File: config.mk
export PLATFORM = sky130hd
export DESIGN_NAME = reg_file
export DESIGN_NICKNAME = d
export VERILOG_FILES = /design/src/rtl/reg_file.sv
export SDC_FILE = /design/constraint.sdc
export NUM_CORES = 1
export LEC_CHECK = 0
export CAP_MARGIN = 20
export CORE_ASPECT_RATIO = 0.8
export CORE_MARGIN = 4
export CORE_UTILIZATION = 25
export DETAILED_ROUTE_END_ITERATION = 6
export GPL_TIMING_DRIVEN = 1
export SLEW_MARGIN = 20
export SYNTH_ARGS = -nofsm -noshare
export SYNTH_HDL_FRONTEND = slang
export SYNTH_SLANG_ARGS = --single-unit
File: constraint.sdc
create_clock -name clk -period 5.5 [get_ports clk]
set_input_delay 1.1 -clock clk [delete_from_list [all_inputs] [get_ports clk]]
set_output_delay 1.1 -clock clk [all_outputs]
set_load 0.1 [all_outputs]
File: src/rtl/reg_file.sv
// ---------------------------------------------------------------------------
// reg_file -- CPU general register file with NZCV flag register and
//             condition-code evaluation.
//
// Parameters
//   DATA_W    register / data width in bits
//   NUM_REGS  number of general registers (ADDR_W = clog2(NUM_REGS))
//
// Ports
//   clk        single clock, all state updates on the rising edge
//   reset      synchronous, active-high; clears registers and flags
//   rd_addr_a  read port A select     -> rd_data_a (ALU operand A)
//   rd_addr_b  read port B select     -> rd_data_b (ALU operand B)
//   wr_en      register write enable
//   wr_addr    write register select
//   wr_data    write data (ALU result), also forwarded to matching reads
//   flags_en   flag register update enable
//   flags_in   NZCV from the ALU: [3]=N [2]=Z [1]=C [0]=V
//   flags_out  registered NZCV, same bit order
//   carry_in   flags_out[1], feeds the ALU carry/borrow-in
//   cond       4-bit condition code
//   cond_pass  1 when cond holds for the registered flags
//
// Reads are combinational. A write to the register being read in the same
// cycle is forwarded (each port independently), so an instruction that
// consumes the previous result sees it without a stall. Flags are never
// forwarded: a compare's result is visible to cond_pass one cycle later.
// Addresses at or above NUM_REGS read as zero and are never written.
// ---------------------------------------------------------------------------
module reg_file #(
    parameter  int DATA_W   = 16,
    parameter  int NUM_REGS = 8,
    localparam int ADDR_W   = (NUM_REGS > 1) ? $clog2(NUM_REGS) : 1
) (
    input  logic              clk,
    input  logic              reset,
    input  logic [ADDR_W-1:0] rd_addr_a,
    input  logic [ADDR_W-1:0] rd_addr_b,
    output logic [DATA_W-1:0] rd_data_a,
    output logic [DATA_W-1:0] rd_data_b,
    input  logic              wr_en,
    input  logic [ADDR_W-1:0] wr_addr,
    input  logic [DATA_W-1:0] wr_data,
    input  logic              flags_en,
    input  logic [3:0]        flags_in,
    output logic [3:0]        flags_out,
    output logic              carry_in,
    input  logic [3:0]        cond,
    output logic              cond_pass
);

    // Condition code encodings
    localparam logic [3:0] CC_EQ = 4'd0;
    localparam logic [3:0] CC_NE = 4'd1;
    localparam logic [3:0] CC_CS = 4'd2;
    localparam logic [3:0] CC_CC = 4'd3;
    localparam logic [3:0] CC_MI = 4'd4;
    localparam logic [3:0] CC_PL = 4'd5;
    localparam logic [3:0] CC_VS = 4'd6;
    localparam logic [3:0] CC_VC = 4'd7;
    localparam logic [3:0] CC_HI = 4'd8;
    localparam logic [3:0] CC_LS = 4'd9;
    localparam logic [3:0] CC_GE = 4'd10;
    localparam logic [3:0] CC_LT = 4'd11;
    localparam logic [3:0] CC_GT = 4'd12;
    localparam logic [3:0] CC_LE = 4'd13;
    localparam logic [3:0] CC_AL = 4'd14;
    localparam logic [3:0] CC_NV = 4'd15;

    // -----------------------------------------------------------------------
    // Storage
    // -----------------------------------------------------------------------
    logic [DATA_W-1:0] regs [NUM_REGS];
    logic [3:0]        flags_q;

    // Address range checks. When NUM_REGS is a power of two these are
    // always true and fold away; otherwise they mask the unused codes.
    logic wr_addr_ok;
    logic rd_addr_a_ok;
    logic rd_addr_b_ok;

    assign wr_addr_ok   = (int'(wr_addr)   < NUM_REGS);
    assign rd_addr_a_ok = (int'(rd_addr_a) < NUM_REGS);
    assign rd_addr_b_ok = (int'(rd_addr_b) < NUM_REGS);

    // Effective write strobe: an out-of-range write is dropped here, which
    // also keeps it from being forwarded to a read of the same code.
    logic wr_fire;
    assign wr_fire = wr_en && wr_addr_ok;

    // -----------------------------------------------------------------------
    // Register write (reset wins over a same-cycle write)
    // -----------------------------------------------------------------------
    always_ff @(posedge clk) begin
        if (reset) begin
            for (int i = 0; i < NUM_REGS; i++) begin
                regs[i] <= '0;
            end
        end else if (wr_fire) begin
            regs[wr_addr] <= wr_data;
        end
    end

    // -----------------------------------------------------------------------
    // Flag register (independent of the register write)
    // -----------------------------------------------------------------------
    always_ff @(posedge clk) begin
        if (reset) begin
            flags_q <= 4'b0000;
        end else if (flags_en) begin
            flags_q <= flags_in;
        end
    end

    assign flags_out = flags_q;
    assign carry_in  = flags_q[1];

    // -----------------------------------------------------------------------
    // Read ports with write forwarding. Forwarding is not gated by reset:
    // during reset the in-flight write still appears on the read port even
    // though it is never stored.
    // -----------------------------------------------------------------------
    logic [DATA_W-1:0] stored_a;
    logic [DATA_W-1:0] stored_b;

    always_comb begin
        stored_a = '0;
        stored_b = '0;
        if (rd_addr_a_ok) begin
            stored_a = regs[rd_addr_a];
        end
        if (rd_addr_b_ok) begin
            stored_b = regs[rd_addr_b];
        end
    end

    always_comb begin
        rd_data_a = stored_a;
        rd_data_b = stored_b;
        if (wr_fire && (rd_addr_a == wr_addr)) begin
            rd_data_a = wr_data;
        end
        if (wr_fire && (rd_addr_b == wr_addr)) begin
            rd_data_b = wr_data;
        end
    end

    // -----------------------------------------------------------------------
    // Condition evaluation, strictly on the registered flags
    // -----------------------------------------------------------------------
    logic flag_n;
    logic flag_z;
    logic flag_c;
    logic flag_v;

    assign flag_n = flags_q[3];
    assign flag_z = flags_q[2];
    assign flag_c = flags_q[1];
    assign flag_v = flags_q[0];

    always_comb begin
        cond_pass = 1'b0;
        case (cond)
            CC_EQ:   cond_pass = flag_z;
            CC_NE:   cond_pass = !flag_z;
            CC_CS:   cond_pass = flag_c;
            CC_CC:   cond_pass = !flag_c;
            CC_MI:   cond_pass = flag_n;
            CC_PL:   cond_pass = !flag_n;
            CC_VS:   cond_pass = flag_v;
            CC_VC:   cond_pass = !flag_v;
            CC_HI:   cond_pass = flag_c && !flag_z;
            CC_LS:   cond_pass = !flag_c || flag_z;
            CC_GE:   cond_pass = (flag_n == flag_v);
            CC_LT:   cond_pass = (flag_n != flag_v);
            CC_GT:   cond_pass = !flag_z && (flag_n == flag_v);
            CC_LE:   cond_pass = flag_z || (flag_n != flag_v);
            CC_AL:   cond_pass = 1'b1;
            CC_NV:   cond_pass = 1'b0;
            default: cond_pass = 1'b0;
        endcase
    end

endmodule

* Yosys cells after proc, flatten, opt, wreduce, memory -nomap -nowiden
Memories as Yosys holds them, arrays and structs flattened. Index checks and enable logic that the tools add are counted.
Word-level totals: flip-flop bits (word level) 4, output and inout bits 38, memories kept 1, RAM bits 128, input port bits 37
Operators by class: equality and inequality tests 19, reductions and logical operators 12, mux-type cells 11
Memory list:
- regs | words 8, width 16, read ports 2, clocked after memory_dff 0, write ports 8, line 73 | logic [DATA_W-1:0] regs [NUM_REGS];
Operator list (number):
- 2-to-1 mux 16 bit | 3
- equality test 4 bit (second input constant) | 8
- equality test 4 x 3 -> 1 bit (second input constant) | 4
- case mux 1 bit (16 select lines) | 1
- OR reduction 16 bit | 1
- equality test 4 x 2 -> 1 bit (second input constant) | 2
- equality test 3 bit | 2
- 2-to-1 mux 1 bit | 6
- equality test 4 x 1 -> 1 bit (second input constant) | 1
- logical AND 1 bit | 4
- zero test 1 bit | 4
- zero test 4 bit | 1
- 2-to-1 mux 3 bit | 1
- logical OR 1 bit | 2
- equality test 1 bit | 1
- != test 1 bit | 1

* Longest topological paths before layout
Gate-level depths: netlist of the first run.
depth in word-level cells 5, gate-level depth with buffers 7

* Least setup slack after synthesis of the first run
OpenSTA, ideal clock, no wires.
path type reg-to-output, from register flags_q[0] (netlist: flags_out[0]), to output cond_pass, cell stages (with the launch flop) 5, data arrival time 3.838 ns, slack 0.562 ns, cells stage by stage dfxtp_1 > xnor2_1 > a22oi_1 > o211a_1 > o31ai_1
On the way: word-level cells in the longest chain between the ends 3, elaborated cells between the ends (all ways) 6, classes of those cells eq/ne: 2; mux: 1; reduce/logical: 3
RTL lines:
- start: declaration | line 74 | logic [3:0] flags_q;
- start signal: assignment | line 111 | flags_q <= flags_in;
- != test 1 bit or equality test 1 bit (tied branches)
- logical OR 1 bit or logical AND 1 bit (tied branches) | line 177, 176
- case mux 1 bit (16 select lines) (*) | line 163 | case (cond)
- end: declaration | line 49 | output logic cond_pass
Every way passes the cells marked *; elsewhere a longest branch is shown, timed or not.

* Final worst setup path of the first run
from input wr_addr[0], to output rd_data_b[14]
On the way: word-level cells in the longest chain between the ends 3
RTL lines:
- start: declaration | line 42 | input logic [ADDR_W-1:0] wr_addr,
- equality test 3 bit | line 143 | if (wr_fire && (rd_addr_b == wr_addr)) begin
- logical AND 1 bit | line 143
- 2-to-1 mux 16 bit | line 143
- end: declaration | line 40 | output logic [DATA_W-1:0] rd_data_b,
Every way passes these cells.

==> PnR_summary.wiki, run 1 <==
{| class="wikitable"
! Metric !! Value
|-
| Run status || finished clean
|-
| Area of all sequential standard cells || 3920 um2
|-
| Multi-input combinational cell area || 3250 um2
|-
| Top-level port count || 75
|-
| Maximum fanout along the worst path || 12
|-
| Drc violations || 0
|-
| Worst path depth || 6
|-
| Clock sink total || 132
|-
| Category of the worst setup path launch point || input port
|-
| DIE WIDTH || 200 um
|-
| Setup TNS after final layout || 0 ns
|-
| Critical path buffer and inverter count || 3
|-
| Maximum number of pins on one net before global-route repair || 33
|-
| Slew Limit Fails || 0
|-
| Highest signal layer in the routed design || met4
|-
| Number of failing setup endpoints in the final timing report || 0
|-
| RD Place Congestion || 0.760
|-
| Clock Skews || 0 ns
|-
| Clock Pin Slew Worst Setup and Hold Paths || 0.05 ns
|-
| CP peak stage delay || 0.68 ns
|-
| Syn Nets || 549
|-
| Post-placement worst setup slack || 1.08 ns
|-
| Depth of the worst register-to-register path || 2
|-
| Floorplan die height || 162 um
|-
| Area of the placeable core || 28700 um2
|-
| Post-CTS repair timing setup buffer count || 0
|-
| Seq/Total Area, Yosys || 53.2%
|-
| Fraction of layout instances using a drive strength above 1 || 26.5%
|-
| Buffer depth of the longest clock path || 2
|-
| Overall power || 3.09 mW
|-
| Cell area after layout || 9380 um2
|-
| Relative area change from synthesis to final layout || 27.1%
|-
| Resized cells post-CTS || 0
|-
| Total CTS buffers || 17
|-
| Slew @ Worst Pin || 0.975 ns
|-
| Summed instance area of the synthesized netlist || 7380 um2
|-
| Worst-case headroom to the max-slew limit || 34.8%
|-
| Detailed router's first-iteration violation count || 486
|-
| Period utilization || 80.1%
|-
| First-pass GRT wire length || 30100 um
|-
| Vias in the first global route || 4621
|-
| Startpoint-to-endpoint class of the critical path || in2out
|-
| Layout Cells excl Fill || 967
|-
| Routed WL per cell || 20.8 um
|-
| Total congestion overflow || 0
|-
| Post-synth EDFFs || 128
|-
| DRT met1 WL || 8950 um
|-
| TritonCTS clock tree || done
|-
| Met3 wirelength from detailed routing || 888 um
|-
| Slowest cell on crit path || sky130_fd_sc_hd__clkdlybuf4s50_1
|-
| Pwr Density || 329 nW/um2
|-
| Smallest setup slack after layout || 1.10 ns
|-
| Number of cells produced by synthesis || 512
|-
| Level count of the clock H-tree || 4
|-
| Most used cells in the layout excluding fill and tap cells || sky130_fd_sc_hd__and2_1 (128), sky130_fd_sc_hd__edfxtp_1 (128), sky130_fd_sc_hd__mux4_2 (65)
|-
| Met2 wirelength from detailed routing || 9990 um
|-
| Critical-path cell list || clkdlybuf4s50_1 -> xnor2_1 -> nand4_1 -> buf_4 -> a21oi_1 -> buf_12
|-
| Hold-fix buffers at CTS || 0
|-
| Class of the tightest hold or removal check || reg2reg
|-
| Initial antenna violation count || 1
|-
| Req. time, crit path || 4.40 ns
|-
| Number of library cell types mapped by synthesis || 31
|-
| Count of filler cells inserted in the layout || 2755
|-
| Antenna Nets Post-Route || 0
|-
| Count of input and output buffers || 74
|-
| Number of nets in the finished design || 622
|-
| Proportion of synthesized flip-flops having asynchronous set or reset || 0%
|-
| Largest voltage drop on the vdd net || 197 uV
|-
| Setup crit end kind || output pin
|-
| RSZ-0062 raised after global routing || false
|-
| Placed instance area || 8830 um2
|-
| Min Clock Period, post-route || 4.40 ns
|-
| WHS Path Cells || 2
|-
| Worst-skew pair later-pin latency || 0.41 ns
|-
| Number of cell rows || 55
|-
| Overall via count from detail_route || 4564
|-
| Total wirelength of the detailed-routed design || 20100 um
|-
| Pre-Repair DR Iteration Count || 7
|-
| Number of hold violations in the final report || 0
|-
| Clock root buffer || sky130_fd_sc_hd__clkbuf_16
|-
| Global-route total usage across every layer || 12.7%
|-
| Final HPWL DP || 12600 um
|-
| Dominant delay contributor by cell family on the critical path || buffers and inverters
|-
| Post-Route Hold Slack || 0.559 ns
|-
| Area of the die || 32300 um2
|-
| Flops & latches, synth || 132
|-
| Leak pwr || 3.32 nW
|-
| Data arrival time of the worst path || 3.30 ns
|-
| Number of vias per cell || 4.72
|-
| Total number of yosys warnings || 0
|-
| Main synth FF type || sky130_fd_sc_hd__edfxtp_1
|-
| Maximum clock frequency || 227 MHz
|-
| Effective utilization at floorplan || 25.7%
|-
| Post-Synthesis Mean Instance Area || 14.4 um2
|-
| Final Util || 32.7%
|-
| # placed instances || 936
|-
| Max cap viols || 0
|}
## per-layer routing
layer / vias up / track usage, %
met2: 108 / 20.7
met5: - / 0
met3: 24 / 2.80
li1: 2085 / -
met1: 2347 / 17.2
met4: 0 / 3.80
## cell families (layout without fill, tap and decap cells)
logic type      Yosys count  in the layout  share of synthesized area, %
simple gates            194            194                          15.6
flops                   132            132                          53.2
mux                     101            101                          24.7
compound gates           39             39                          2.90
buf+inv                  39            123                          2.80
xor+xnor                  7              7                         0.831
other cells               0              1                             0
## area by class of cell
| class | count | area share [%] |
|---|---|---|
| clock buffers | 21 | 4.70 |
| clock inverters | 9 | 1.13 |
| repair buffers | 93 | 12.7 |
| multi-input cells | 341 | 34.6 |
| flip-flops and latches | 132 | 41.9 |
| well taps | 370 | 4.94 |
| diodes | 1 | 0.0267 |
## state kept, by name (all words and copies together) (netlist names)
register   count
flags_out      4
regs         128
## tightest hold or removal path: stages (launching register included)
cell and delay (ns):
sky130_fd_sc_hd__dfxtp_1 0.34, sky130_fd_sc_hd__mux2i_1 0.13, sky130_fd_sc_hd__nor2_1 0.05
## worst paths after layout
path	endpoint	slack [ns]	startpoint
worst max-delay path	rd_data_b[14]	1.10	wr_addr[0]
worst max register to register	flags_out[1]	4.80	flags_out[1]
worst min-delay path	flags_out[0]	0.56	flags_out[0]
worst min register to register	flags_out[0]	0.56	flags_out[0]
## Yosys cell counts (all sizes together) (2+ instances only)
library cell,n,share of area (%)
and2,128,11
edfxtp,128,52
mux4,65,20
nor2,44,2.5
mux2i,36,4.9
a21oi,32,2.2
buf,26,2.1
clkbuf,13,0.71
or2,8,0.68
xnor2,7,0.83
dfxtp,4,1.1
nand3b,3,0.31
nand4b,3,0.36
nand2b,2,0.17
nand4,2,0.17
nor3,2,0.36
## report_power, final
| part | switching [mW] | internal (mW) |
|---|---|---|
| sequential | 0.0328 | 1.17 |
| combinational | 0.509 | 0.306 |
| clock | 0.410 | 0.660 |
Note: power is estimated with default switching activity, not from simulation.
==> inputs of run 2 (changes only) <==
==> constraint.sdc (replaced) <==
create_clock -name clk -period 3.76 [get_ports clk]
set_input_delay 0.752 -clock clk [delete_from_list [all_inputs] [get_ports clk]]
set_output_delay 0.752 -clock clk [all_outputs]
set_load 0.1 [all_outputs]
==> PnR_summary.wiki, run 2 (synthesized netlist as in run 1, its figures left out) <==
{| class="wikitable"
! Metric !! Value
|-
| Run status || finished clean
|-
| Top-level port count || 75
|-
| RD Place Congestion || 0.760
|-
| Number of nets in the finished design || 625
|-
| Category of the worst setup path launch point || input port
|-
| Clock Skews || 0 ns
|-
| Slew @ Worst Pin || 0.979 ns
|-
| Clock root buffer || sky130_fd_sc_hd__clkbuf_16
|-
| DIE WIDTH || 200 um
|-
| Count of input and output buffers || 74
|-
| Level count of the clock H-tree || 4
|-
| Area of the placeable core || 28700 um2
|-
| Effective utilization at floorplan || 25.7%
|-
| Antenna Nets Post-Route || 0
|-
| Setup crit end kind || output pin
|-
| Relative area change from synthesis to final layout || 29.6%
|-
| Worst-skew pair later-pin latency || 0.42 ns
|-
| Data arrival time of the worst path || 2.66 ns
|-
| Maximum number of pins on one net before global-route repair || 34
|-
| Placed instance area || 8940 um2
|-
| Routed WL per cell || 20.9 um
|-
| Cell area after layout || 9560 um2
|-
| Fraction of layout instances using a drive strength above 1 || 28.0%
|-
| Overall power || 4.72 mW
|-
| CP peak stage delay || 0.51 ns
|-
| Clock Pin Slew Worst Setup and Hold Paths || 0.06 ns
|-
| Clock sink total || 132
|-
| Buffer depth of the longest clock path || 2
|-
| Largest voltage drop on the vdd net || 287 uV
|-
| Hold-fix buffers at CTS || 0
|-
| First-pass GRT wire length || 30800 um
|-
| Setup crit end || rd_data_b[2]
|-
| Floorplan die height || 162 um
|-
| Pre-Repair DR Iteration Count || 5
|-
| Number of failing setup endpoints in the final timing report || 0
|-
| Total congestion overflow || 0
|-
| Maximum clock frequency || 293 MHz
|-
| Area of the die || 32300 um2
|-
| Number of hold violations in the final report || 0
|-
| Slowest cell on crit path || sky130_fd_sc_hd__clkdlybuf4s50_1
|-
| Initial antenna violation count || 1
|-
| Post-Route Hold Slack || 0.565 ns
|-
| Final Util || 33.3%
|-
| Req. time, crit path || 3.01 ns
|-
| Worst-case headroom to the max-slew limit || 34.5%
|-
| Final HPWL DP || 12800 um
|-
| Flip-flop count of the largest register, all copies and words added || 128
|-
| Slew Limit Fails || 0
|-
| Total CTS buffers || 17
|-
| Beginning of the worst register-to-register path || flags_out[1]
|-
| Vias in the first global route || 4869
|-
| Pwr Density || 493 nW/um2
|-
| Startpoint-to-endpoint class of the critical path || in2out
|-
| Most used cells in the layout excluding fill and tap cells || sky130_fd_sc_hd__and2_1 (128), sky130_fd_sc_hd__edfxtp_1 (128), sky130_fd_sc_hd__mux4_2 (65)
|-
| Global-route total usage across every layer || 12.8%
|-
| Drc violations || 0
|-
| Depth of the worst register-to-register path || 2
|-
| Total wirelength of the detailed-routed design || 20300 um
|-
| Leak pwr || 3.40 nW
|-
| Worst r2r dst || flags_out[1]
|-
| Register containing the most flip-flops in the final layout || regs
|-
| Resized cells post-CTS || 0
|-
| Critical-path cell list || clkdlybuf4s50_1 -> buf_12 -> xnor2_1 -> nand4_1 -> buf_4 -> nor2_1 -> a21oi_1 -> buf_12
|-
| Worst setup slack for register-to-register paths || 3.05 ns
|-
| Class of the tightest hold or removal check || reg2reg
|-
| Max cap viols || 0
|-
| Maximum fanout along the worst path || 33
|-
| Number of cell rows || 55
|-
| Number of vias per cell || 4.70
|-
| RSZ-0062 raised after global routing || false
|-
| Post-CTS repair timing setup buffer count || 0
|-
| Detailed router's first-iteration violation count || 455
|-
| Top cell by count, worst path || sky130_fd_sc_hd__buf_12
|-
| Period utilization || 90.7%
|-
| Worst setup path start || rd_addr_b[2]
|-
| Overall via count from detail_route || 4568
|-
| Min Clock Period, post-route || 3.41 ns
|-
| TritonCTS clock tree || done
|-
| Smallest setup slack after layout || 0.350 ns
|-
| Post-placement worst setup slack || 0.366 ns
|}
## run 2: worst max-delay path: cells and delay by family
family | cells | cell delay (ns)
buffers and inverters | 4 | 1.26
AO/OA/AOI/OAI | 1 | 0.34
AND/OR/NAND/NOR | 2 | 0.18
XOR/XNOR | 1 | 0.10
## run 2: cell type report
type,count,area [um2]
fill,2740,19100
sequential,132,3920
multi-input combinational,341,3260
timing repair buffer,96,1300
tap,370,463
clock buffer,17,425
clock inverter,15,188
antenna,1,2.50
## run 2: worst min path at each step
stage	from	endpoint	slack (ns)	cells after the start
final	flags_out[3]	flags_out[3]	0.57	2
after global routing	flags_out[2]	flags_out[2]	0.62	2
after CTS	flags_out[3]	flags_out[3]	0.57	2
after detailed placement	flags_out[3]	flags_out[3]	0.55	2
after global placement	flags_out[0]	flags_out[0]	0.56	2
after floorplan	flags_in[0]	flags_out[0]	0.90	2
## run 2: metrics by stage
stage | std cells | setup TNS, ns
floorplan | 512 | -0.488
global placement | 939 | 0
detailed placement | 939 | 0
CTS | 971 | 0
global route | 972 | 0
finish | 972 | 0
## run 2: metal layers
metal  vias up  GRT usage [%]  routed length, um
li1       2101              -                  -
met1      2325           16.6               8550
met2       126           21.9              10600
met3        16           1.99                908
met4         0           4.29                288
met5         -              0                  0
## run 2: power by group
group | switching (mW) | internal (mW)
sequential | 0.0502 | 1.71
combinational | 0.750 | 0.462
clock | 0.645 | 1.10
total | 1.45 | 3.27
==> inputs of run 3 (changes only) <==
--- a/config.mk
+++ b/config.mk
@@ -5,12 +5,14 @@
 export SDC_FILE = /design/constraint.sdc
 export NUM_CORES = 1
 export LEC_CHECK = 0
+export ABC_AREA = 1
 export CAP_MARGIN = 20
 export CORE_ASPECT_RATIO = 0.8
 export CORE_MARGIN = 4
-export CORE_UTILIZATION = 25
+export CORE_UTILIZATION = 44
 export DETAILED_ROUTE_END_ITERATION = 6
 export GPL_TIMING_DRIVEN = 1
+export PLACE_DENSITY = 0.67
 export SLEW_MARGIN = 20
 export SYNTH_ARGS = -nofsm -noshare
 export SYNTH_HDL_FRONTEND = slang
==> PnR_summary.wiki, run 3 <==
{| class="wikitable"
! Metric !! Value
|-
| Post-synth EDFFs || 128
|-
| Post-Synthesis Mean Instance Area || 8.49 um2
|-
| Min Clock Period, post-route || 3.40 ns
|-
| Top cell by count, worst path || sky130_fd_sc_hd__nand2_1
|-
| Most instantiated library cell after synthesis || sky130_fd_sc_hd__nor2_1
|-
| Number of antenna diodes || 0
|-
| Maximum fanout along the worst path || 20
|-
| Placed instance area || 8800 um2
|-
| Cell-internal power || 2.88 mW
|-
| Beginning of the worst register-to-register path || flags_out[1]
|-
| Flops & latches, synth || 132
|-
| Final HPWL DP || 14300 um
|-
| Relative area change from synthesis to final layout || 22.9%
|-
| Worst r2r dst || flags_out[1]
|-
| Number of nets in the finished design || 986
|-
| Buffer depth of the longest clock path || 2
|-
| Slew Limit Fails || 0
|-
| Proportion of synthesized flip-flops having asynchronous set or reset || 0%
|-
| Slowest cell on crit path || sky130_fd_sc_hd__clkdlybuf4s50_1
|-
| Detailed router's first-iteration violation count || 776
|-
| Startpoint-to-endpoint class of the critical path || in2out
|-
| DIE WIDTH || 154 um
|-
| Leak pwr || 3.69 nW
|-
| Top cells by count, synth || sky130_fd_sc_hd__nor2_1 (140), sky130_fd_sc_hd__edfxtp_1 (128), sky130_fd_sc_hd__nand2_1 (101)
|-
| Max cap viols || 0
|-
| Most common cell after layout, fill and taps aside || sky130_fd_sc_hd__nor2_1
|-
| Worst setup path start || rd_addr_a[2]
|-
| Clock sink total || 132
|-
| Setup crit end kind || output pin
|-
| Effective utilization at floorplan || 45.3%
|-
| Area share of the largest cell type after synthesis || 50.9%
|-
| Floorplan die height || 125 um
|-
| Area of the placeable core || 16700 um2
|-
| Flip-flop count of the largest register, all copies and words added || 128
|-
| Overall via count from detail_route || 6808
|-
| Category of the worst setup path launch point || input port
|-
| Run status || finished clean
|-
| Area of all sequential standard cells || 3920 um2
|-
| Seq/Total Area, Yosys || 52.0%
|-
| Vias in the first global route || 6089
|-
| Routed WL per cell || 19.2 um
|-
| Resized cells post-CTS || 0
|-
| Class of the tightest hold or removal check || reg2reg
|-
| Critical-path cell list || clkdlybuf4s50_1 -> inv_4 -> nand2_1 -> nand2_1 -> nand4_2 -> buf_4 -> o21ai_1 -> buf_12
|-
| Most used cells in the layout excluding fill and tap cells || sky130_fd_sc_hd__nor2_1 (140), sky130_fd_sc_hd__edfxtp_1 (128), sky130_fd_sc_hd__nand2_1 (101)
|-
| Fraction of layout instances using a drive strength above 1 || 10.7%
|-
| Clock Pin Slew Worst Setup and Hold Paths || 0.05 ns
|-
| Total CTS buffers || 17
|-
| Multi-input combinational cell area || 2880 um2
|-
| First-pass GRT wire length || 34500 um
|-
| Clock root buffer || sky130_fd_sc_hd__clkbuf_16
|-
| Number of vias per cell || 5.77
|-
| Antenna Nets Post-Route || 0
|-
| Initial antenna violation count || 0
|-
| Req. time, crit path || 3.01 ns
|-
| Count of filler cells inserted in the layout || 1486
|-
| Synth area leader || sky130_fd_sc_hd__edfxtp_1
|-
| Largest voltage drop on the vdd net || 351 uV
|-
| Depth of the worst register-to-register path || 2
|-
| Data arrival time of the worst path || 2.65 ns
|-
| Post-CTS repair timing setup buffer count || 0
|-
| Summed instance area of the synthesized netlist || 7550 um2
|-
| Period utilization || 90.4%
|-
| RD Place Congestion || 0.878
|-
| Share of total power consumed by net switching || 32.8%
|-
| Worst setup slack for register-to-register paths || 3.03 ns
|-
| Clock network fraction of design power || 32.3%
|-
| Drc violations || 0
|-
| Cell area after layout || 9270 um2
|-
| Hold-fix buffers at CTS || 0
|-
| Slew @ Worst Pin || 0.968 ns
|-
| Clock Skews || 0 ns
|-
| Worst-case headroom to the max-slew limit || 35.3%
|-
| CP peak stage delay || 0.52 ns
|-
| Maximum number of pins on one net before global-route repair || 111
|-
| RSZ-0062 raised after global routing || false
|-
| Global-route total usage across every layer || 23.1%
|-
| Main synth FF type || sky130_fd_sc_hd__edfxtp_1
|-
| Total number of yosys warnings || 0
|-
| TritonCTS clock tree || done
|-
| Total congestion overflow || 0
|-
| Pwr Density || 461 nW/um2
|-
| Maximum clock frequency || 294 MHz
|-
| Share of power burned in registers || 40.8%
|-
| Ranking of synthesized cells by area || sky130_fd_sc_hd__edfxtp_1 (51%), sky130_fd_sc_hd__nor2_1 (7.0%), sky130_fd_sc_hd__nand3_1 (6.6%), sky130_fd_sc_hd__o211ai_1 (6.4%), sky130_fd_sc_hd__o21ai_0 (5.1%)
|-
| Number of failing setup endpoints in the final timing report || 0
|-
| Setup TNS after final layout || 0 ns
|-
| Total wirelength of the detailed-routed design || 22600 um
|-
| Number of cell rows || 42
|-
| Area of the die || 19300 um2
|-
| Syn Nets || 926
|-
| Pre-Repair DR Iteration Count || 5
|-
| Switch Pwr || 1.40 mW
|-
| Top-level port count || 75
|-
| Part of the total power dissipated in combinational logic || 26.9%
|-
| Register containing the most flip-flops in the final layout || regs
|-
| Number of hold violations in the final report || 0
|-
| Number of library cell types mapped by synthesis || 24
|-
| Number of cells produced by synthesis || 889
|-
| Level count of the clock H-tree || 4
|-
| Setup crit end || rd_data_a[0]
|-
| Worst-skew pair later-pin latency || 0.42 ns
|-
| Count of input and output buffers || 74
|}
## run 3: cell count changes after synthesis, moves of 39 or more
cell | before | now
sky130_fd_sc_hd__nor2_1 | 41 | 140
sky130_fd_sc_hd__nand3_1 | 0 | 100
sky130_fd_sc_hd__inv_1 | 0 | 77
sky130_fd_sc_hd__a21oi_1 | 32 | 71
sky130_fd_sc_hd__mux4_2 | 65 | 0
sky130_fd_sc_hd__o211ai_1 | 0 | 64
sky130_fd_sc_hd__o21ai_0 | 1 | 77
sky130_fd_sc_hd__and2_1 | 128 | 0
sky130_fd_sc_hd__nand2_1 | 1 | 101
## run 3: power groups by stage
stage	clock network (mW)	registers (mW)	logic, mW
floorplan	0	1.78	0.717
global placement	0	1.77	1.14
detailed placement	0	1.77	1.14
CTS	1.40	1.74	1.15
global route	1.48	1.75	1.21
finish	1.38	1.74	1.15
## run 3: stage by stage
step,setup WS [ns],utilization [%],power [mW],hold WS [ns],std cells
2_1_floorplan,0.218,-,2.50,0.941,889
3_3_place_gp,0.399,52.8,2.91,0.550,1150
3_5_place_dp,0.385,52.8,2.92,0.562,1150
4_1_cts,0.366,55.7,4.29,0.571,1179
5_1_grt,0.276,55.7,4.44,0.605,1179
6_report,0.361,55.7,4.28,0.572,1179
## run 3: worst min-delay path by stage
stage / end / cells past startpoint / slack [ns] / start
after global routing: flags_out[2] / 2 / 0.60 / flags_out[2]
after CTS: flags_out[2] / 2 / 0.57 / flags_out[2]
after detailed placement: flags_out[2] / 2 / 0.56 / flags_out[2]
after floorplan: flags_out[0] / 3 / 0.94 / reset
after global placement: flags_out[1] / 2 / 0.55 / flags_out[1]
final: flags_out[0] / 2 / 0.57 / flags_out[0]
## run 3: layout make-up
type | instances | area share (%)
Multi-Input combinational cell | 597 | 31.1
Inverter | 96 | 3.94
Clock buffer | 18 | 4.63
Clock inverter | 11 | 0.513
Sequential cell | 132 | 42.3
Tap cell | 220 | 2.97
Timing Repair Buffer | 105 | 14.6
## run 3: cell families after synthesis
| group | share of synthesized area, % |
|---|---|
| XOR/XNOR | 0.232 |
| flip-flops | 52.0 |
| AO/OA/AOI/OAI | 18.4 |
| buffers and inverters | 9.82 |
| AND/OR/NAND/NOR | 19.5 |
## run 3: worst max-delay path: cells and delay by family
kind / cells / cell delay (ns)
buf+inv: 4 / 1.27
compound gates: 1 / 0.31
simple gates: 3 / 0.29
## run 3: metal layers
layer	part of all wire (%)	routed length [um]	vias to the layer above	GRT usage (%)
met2	42	9550	380	32.7
li1	-	-	3204	-
met5	0	0	-	0
met1	45	10100	3192	34.5
met3	11	2500	32	6.67
met4	2.0	452	0	6.70
